## config.mk

```make
export PLATFORM = sky130hd
export DESIGN_NAME = cpu_clock_controller
export DESIGN_NICKNAME = d
export VERILOG_FILES = /design/src/rtl/cpu_clock_controller.sv
export SDC_FILE = /design/constraint.sdc
export NUM_CORES = 1
export LEC_CHECK = 0
export CAP_MARGIN = 20
export CORE_MARGIN = 5
export CORE_UTILIZATION = 50
export DETAILED_ROUTE_END_ITERATION = 12
export PLACE_DENSITY = 0.7
export SLEW_MARGIN = 40
export SYNTH_ARGS = -nofsm -noshare
export SYNTH_HDL_FRONTEND = slang
export SYNTH_SLANG_ARGS = --single-unit
```

## constraint.sdc

```tcl
create_clock -name Clk -period 2.8 [get_ports Clk]
set_clock_uncertainty 0.2 [all_clocks]
set_input_delay 0.84 -clock Clk [delete_from_list [all_inputs] [get_ports Clk]]
set_output_delay 0.84 -clock Clk [all_outputs]
set_load 0.03 [all_outputs]
```

## src/rtl/cpu_clock_controller.sv

```systemverilog
// CPU clock source for a hobby CPU: free-running divided clock or debounced single-step pulses.
// Outputs a registered ClkOut, a 32-bit rising-edge counter and a Busy flag.
module cpu_clock_controller #(
  parameter int DIV_COUNT      = 50000000,
  parameter int DEBOUNCE_COUNT = 1000000
) (
  input  logic        Clk,
  input  logic        Reset,
  input  logic        RunMode,
  input  logic        StepBtn,
  output logic        ClkOut,
  output logic [31:0] StepCount,
  output logic        Busy
);

  localparam int DIV_W = (DIV_COUNT > 1) ? $clog2(DIV_COUNT) : 1;
  localparam int DB_W  = (DEBOUNCE_COUNT > 1) ? $clog2(DEBOUNCE_COUNT) : 1;
  localparam logic [DIV_W-1:0] DIV_TERM = DIV_W'(DIV_COUNT - 1);
  localparam logic [DB_W-1:0]  DB_TERM  = DB_W'(DEBOUNCE_COUNT - 1);

  localparam logic [1:0] S_IDLE     = 2'd0;
  localparam logic [1:0] S_RUN      = 2'd1;
  localparam logic [1:0] S_PULSE_HI = 2'd2;
  localparam logic [1:0] S_PULSE_LO = 2'd3;

  logic             r_run_meta;
  logic             r_run_sync;
  logic             r_btn_meta;
  logic             r_btn_sync;
  logic             r_db_level;
  logic             r_db_prev;
  logic [DB_W-1:0]  r_db_cnt;
  logic [1:0]       r_state;
  logic [DIV_W-1:0] r_div;
  logic             r_clk_out;
  logic [31:0]      r_step_count;

  logic             w_step_req;
  logic             w_div_term;
  logic [1:0]       w_state_nxt;
  logic [DIV_W-1:0] w_div_nxt;
  logic             w_clk_nxt;
  logic             w_clk_rise;

  // Two-flop synchronizers for the asynchronous switch and button.
  always_ff @(posedge Clk or negedge Reset) begin
    if (!Reset) begin
      r_run_meta <= 1'b0;
      r_run_sync <= 1'b0;
      r_btn_meta <= 1'b0;
      r_btn_sync <= 1'b0;
    end else begin
      r_run_meta <= RunMode;
      r_run_sync <= r_run_meta;
      r_btn_meta <= StepBtn;
      r_btn_sync <= r_btn_meta;
    end
  end

  // Debouncer: accept a new level only after DEBOUNCE_COUNT consecutive differing cycles.
  always_ff @(posedge Clk or negedge Reset) begin
    if (!Reset) begin
      r_db_level <= 1'b0;
      r_db_prev  <= 1'b0;
      r_db_cnt   <= '0;
    end else begin
      r_db_prev <= r_db_level;
      if (r_btn_sync != r_db_level) begin
        if (r_db_cnt == DB_TERM) begin
          r_db_level <= r_btn_sync;
          r_db_cnt   <= '0;
        end else begin
          r_db_cnt <= r_db_cnt + DB_W'(1);
        end
      end else begin
        r_db_cnt <= '0;
      end
    end
  end

  assign w_step_req = r_db_level & ~r_db_prev;
  assign w_div_term = (r_div == DIV_TERM);

  // Next-state logic; ClkOut's next value is computed here but only ever leaves through a flop.
  always_comb begin
    w_state_nxt = r_state;
    w_div_nxt   = r_div;
    w_clk_nxt   = r_clk_out;
    case (r_state)
      S_IDLE: begin
        w_div_nxt = '0;
        w_clk_nxt = 1'b0;
        if (r_run_sync) begin
          w_state_nxt = S_RUN;
        end else if (w_step_req) begin
          w_state_nxt = S_PULSE_HI;
          w_clk_nxt   = 1'b1;
        end else begin
          w_state_nxt = S_IDLE;
        end
      end
      S_RUN: begin
        if (!r_run_sync && !r_clk_out) begin
          w_state_nxt = S_IDLE;
          w_div_nxt   = '0;
          w_clk_nxt   = 1'b0;
        end else if (w_div_term) begin
          w_div_nxt = '0;
          if (!r_run_sync) begin
            // Stop request while high: finish the high phase, then park low.
            w_clk_nxt   = 1'b0;
            w_state_nxt = S_IDLE;
          end else begin
            w_clk_nxt = ~r_clk_out;
          end
        end else begin
          w_div_nxt = r_div + DIV_W'(1);
        end
      end
      S_PULSE_HI: begin
        if (w_div_term) begin
          w_div_nxt   = '0;
          w_clk_nxt   = 1'b0;
          w_state_nxt = S_PULSE_LO;
        end else begin
          w_div_nxt = r_div + DIV_W'(1);
        end
      end
      S_PULSE_LO: begin
        if (w_div_term) begin
          w_div_nxt   = '0;
          w_state_nxt = S_IDLE;
        end else begin
          w_div_nxt = r_div + DIV_W'(1);
        end
      end
      default: begin
        w_state_nxt = S_IDLE;
        w_div_nxt   = '0;
        w_clk_nxt   = 1'b0;
      end
    endcase
  end

  assign w_clk_rise = w_clk_nxt & ~r_clk_out;

  // State, divider, ClkOut and step counter registers.
  always_ff @(posedge Clk or negedge Reset) begin
    if (!Reset) begin
      r_state      <= S_IDLE;
      r_div        <= '0;
      r_clk_out    <= 1'b0;
      r_step_count <= 32'd0;
    end else begin
      r_state   <= w_state_nxt;
      r_div     <= w_div_nxt;
      r_clk_out <= w_clk_nxt;
      if (w_clk_rise) begin
        r_step_count <= r_step_count + 32'd1;
      end else begin
        r_step_count <= r_step_count;
      end
    end
  end

  assign ClkOut    = r_clk_out;
  assign StepCount = r_step_count;
  assign Busy      = (r_state != S_IDLE);

endmodule

```

# --- Word level (Yosys, flattened, before mapping) ---
# Cells that the tools add are included.
word_totals:
  ff_bits: 87
  latchBits: 0
  ram_bits: 0
  mem_bits_ro: 0
  in_bits: 4
  out_inout_bits: 34
  mem_count: 0
op_classes:
  addsub: 3
  mul: 0
  div_mod_pow: 0
  order_cmp: 0
  n_eq_ne: 10
  shift: 0
  mux: 20
  n_bitwise: 4
  reduce_logical: 8
ops:
  columns: ["operator", "n"]
  rows:
  - ["26-bit one-hot mux with 3 select lines", 1]
  - ["26-bit two-way mux", 2]
  - ["20-bit two-way mux", 2]
  - ["32-bit by 1-bit adder with 32-bit output (second input constant)", 1]
  - ["26-bit by 1-bit adder with 26-bit output (second input constant)", 1]
  - ["26-bit equality test (second input constant)", 1]
  - ["20-bit by 1-bit adder with 20-bit output (second input constant)", 1]
  - ["20-bit equality test (second input constant)", 1]
  - ["2-bit two-way mux", 7]
  - ["2-bit one-hot mux with 4 select lines", 1]
  - ["1-bit two-way mux", 6]
  - ["3-bit != test (second input constant)", 2]
  - ["2-bit equality test (second input constant)", 2]
  - ["2-bit != test (second input constant)", 2]
  - ["4-bit AND reduction", 1]
  - ["1-bit one-hot mux with 3 select lines", 1]
  - ["1-bit AND", 2]
  - ["2-bit by 1-bit equality test with 1-bit output (second input constant)", 1]
  - ["1-bit zero test", 2]
  - ["2-bit zero test", 1]
  - ["1-bit inverter", 2]
  - ["2-bit AND reduction", 1]
  - ["2-bit nonzero test", 1]
  - ["2-bit OR reduction", 1]
  - ["2 further kinds", 2]

# --- Logic depth before layout (Yosys ltp) ---
depth:
  ltp_word: 6
  depth_mapped: 8
  depth_no_buf: 6

# --- Worst setup path before layout ---
# OpenSTA, ideal clock, no wires.
synth_timing:
  kind: "reg2reg"
  from: "register r_step_count[5], in the netlist StepCount[5]"
  to: "register r_step_count[31], in the netlist StepCount[31]"
  arrival_ps: 2238
  slack_ps: 281
  path_stages_with_launch: 7
  path_buffers: 1
  cell_sequence: "dfrtp_1 > nand4_2 > or4b_4 > or3_1 > buf_2 > nor4b_4 > xor2_1"
synth_via:
  elab_chain_cells: 1
synth_lines:
  columns: ["item", "line_no", "text"]
  rows:
  - ["start, declared", "36", "logic [31:0] r_step_count;"]
  - ["start signal, assigned", "159", "r_step_count <= r_step_count + 32'd1;"]
  - ["start signal, assigned", "161", "r_step_count <= r_step_count;"]
  - ["32-bit by 1-bit adder with 32-bit output", "159", null]
# Every way passes these cells.
# A chain may end at the register's enable or synchronous reset.

# --- Final worst setup path ---
layout_timing:
  from: "register r_clk_out, in the netlist ClkOut"
  to: "output ClkOut"
layout_lines:
  columns: ["item", "line_no", "text"]
  rows:
  - ["start, declared", "35", "logic r_clk_out;"]
  - ["start signal, assigned", "157", "r_clk_out <= w_clk_nxt;"]
  - ["end, declared", "11", "output logic ClkOut,"]
# No word-level cell between the ends.

==> impl_metrics.yaml <==
synthesis:
  ys_seq_area_share_pct: 52.0
  synth_edf_count: 0
  yosysTopAreaCellShare_pct: 52.0
  synth_area_mm2: 0.00419
  synthTopCellsByArea: "dfrtp_1, xor2_1, xnor2_1"
  netlist_instances: 405
  synth_top_area_cell: "dfrtp_1"
  synth_nets: 412
  synth_area_per_cell_um2: 10.3
  synth_cell_types: 39
  yosys_register_bits: 87
  yosys_warnings: 0
  synth_ff_type: "dfrtp_1"
  async_flop_share_pct: 100
clocking:
  holdBufCountCts: 0
  clk_latency_ns: 0.35
  clock_path_buffers: 2
  cts_tree: "yes"
  cts_root_buffer: "clkbuf_8"
  path_clk_slew_ns: 0.09
  numCtsBuffers: 9
  cts.sinks: 87
  htreeDepth: 3
detailed_routing:
  vias_per_cell: 5.26
  drc: 0
  ant_nets: 0
  first_iter_violations: 115
  drtPass1Iterations: 4
  vias: 2939
  post_drt_wl_per_cell_um: 13.7
  finalWirelength_mm: 7.66
cells_and_area:
  fillCellCount: 688
  synthToLayoutAreaGrowth_pct: 17.5
  layout.nets: 456
  drive_gt1_share_pct: 9.69
  final-seq-area_mm2: 0.00218
  multi_input_area_mm2: 0.00193
  antenna_cells: 0
  postLayoutCoreUtil_pct: 60.1
timing:
  worstMarginPinSlew_ns: 0.542
  hold_viol: 0
  min_period_over_period_pct: 92.9
  slew_headroom_pct: 63.6
  clock.fmax_ghz: 0.384
  period_minus_slack_ns: 2.60
  finalSetupTns_ns: 0
  slew_viol_final: 0
  layout_setup_ws_ns: 0.198
  rsz0062_at_grt: "no"
  setup_viol: 0
power:
  max-vdd-ir-drop_uv: 329
  power_density_mw_per_mm2: 429
  p_leak_nw: 2.13
setup_path:
  slowest_stage: "clkdlybuf4s50_1"
  path_cells: "buf_4, clkdlybuf4s50_1"
  cp.buffers_inverters: 2
  slowest_delay_ns: 0.72
  crit_arrival_ns: 1.56
  cp-start-kind: "flip-flop"
  required_ns: 1.76
  end_kind: "output pin"
  critPathMaxFanout: 8
  path_delay_family: "buffers and inverters"
  crit_type: "reg2out"
floorplan:
  die_w_um: 101
  fp.dieH_um: 101
  die_area_mm2: 0.0103
  start_util_pct: 51.2
  rows: 33
  core_area_mm2: 0.00818
  pin_count: 38
place:
  place_hpwl_mm: 5.27
  place_ws_ns: 0.183
  gp_congestion: 0.781
  portBuffers: 37
run_status:
  status: "complete, no violations"
job:
  max-cap-violations: 0
global_routing:
  grt_pass1_vias: 2773
  grt_max_degree: 88
  grt-ovfl-total: 0
  grt_pass1_wl_mm: 13.5
  track_usage_pct: 16.5
  antenna_found_initial: 0
hold_path:
  hp-class: "reg2reg"
[where the power goes]
part / switching, W / internal (W)
Clock: 0.000450 / 0.000327
Sequential: 0.00000760 / 0.00126
Combinational: 0.0000426 / 0.0000175
[cell families after synthesis]
kind of cell | Yosys count | share of synthesized area (%)
AOI/OAI and AO/OA | 8 | 1.20
xor gates and xnor gates | 74 | 15.5
adders and majority gates | 3 | 0.897
buffers and inverters | 26 | 2.45
DFF | 87 | 52.0
muxes | 3 | 0.777
and+or+nand+nor | 204 | 27.2
[worst paths after layout]
path	endpoint	depth (start not counted)	startpoint	slack (ns)
max in group asynchronous	StepCount[9]	2	Reset	1.73
max reg2reg	StepCount[24]	6	r_div[9]	0.22
min in group asynchronous	StepCount[28]	2	Reset	0.30
max	ClkOut	2	ClkOut	0.20
min	r_run_sync	0	r_run_meta	0.17
min reg2reg	r_run_sync	0	r_run_meta	0.17
[layout by cell type (no fill, tap or decap), drive strengths merged, types with 2 or more instances in the layout]
cell           instances
and3                   7
and4                   3
buf                    9
clkbuf                10
clkdlybuf4s50         35
clkinv                 3
clkinvlp               2
dfrtp                 87
ha                     3
inv                   15
mux2                   2
nand2                 32
nand2b                 2
nand3                 17
nand4                 21
nor2                  64
nor3                  20
nor4                  13
nor4b                  7
o21ai                  4
or2                    4
or3                    3
or4                    4
xnor2                 32
xor2                  42
[layer usage]
metal  track usage [%]  up-vias  wire, um
met1              24.1     1417      3760
met2              24.7       45      3470
li1                  -     1470         -
met5                 0        -         0
met3              3.03        7       330
met4              6.13        0        93
[timing repair]
action | CTS | global route
setup endpoints to repair | 1 | 1
resized for setup | 1 | 1
endpoints found under the hold margin | 0 | 0
cloned | 0 | 0
setup buffers | 0 | 0
[Yosys cell counts, drive strengths merged, types with 4 or more instances]
master,instances
dfrtp,87
nor2,64
xor2,42
nand2,32
xnor2,32
nand4,21
nor3,20
nand3,17
inv,14
nor4,13
and3,7
nor4b,7
buf,6
clkbuf,6
o21ai,4
or2,4
or4,4
[state kept, by name, indices dropped and copies added, names as in the netlist]
name and flops:
StepCount 32, r_div 26, r_db_cnt 20, r_state 2, ClkOut 1, r_btn_meta 1
r_btn_sync 1, r_db_level 1, r_db_prev 1, r_run_meta 1, r_run_sync 1
[metrics by stage]
step / instance area [um2] / total power [W] / hold WS, ns / std cells
final: 4920 / 0.00211 / 0.165 / 559
after CTS: 4910 / 0.00214 / 0.171 / 559
after global placement: 4730 / 0.00136 / 0.136 / 543
after global routing: 4920 / 0.00221 / 0.180 / 559
after floorplan: 4190 / 0.00132 / 0.131 / 405
after detailed placement: 4730 / 0.00136 / 0.149 / 543
[worst register-to-register path, delay by kind of cell, from the launching register on]
kind / cells / cell delay [ns]
and+or+nand+nor: 3 / 1.32
DFF: 1 / 0.42
buffers and inverters: 1 / 0.25
xor gates and xnor gates: 1 / 0.19
AOI/OAI and AO/OA: 1 / 0.13
[area by class of cell]
cell class	instances	area share [%]
Sequential cell	87	44.3
Multi-Input combinational cell	292	39.2
Timing Repair Buffer	45	9.19
Tap cell	105	2.67
Clock buffer	10	2.60
Inverter	14	1.07
Clock inverter	6	0.942
Power figures use the tool's default switching activity.
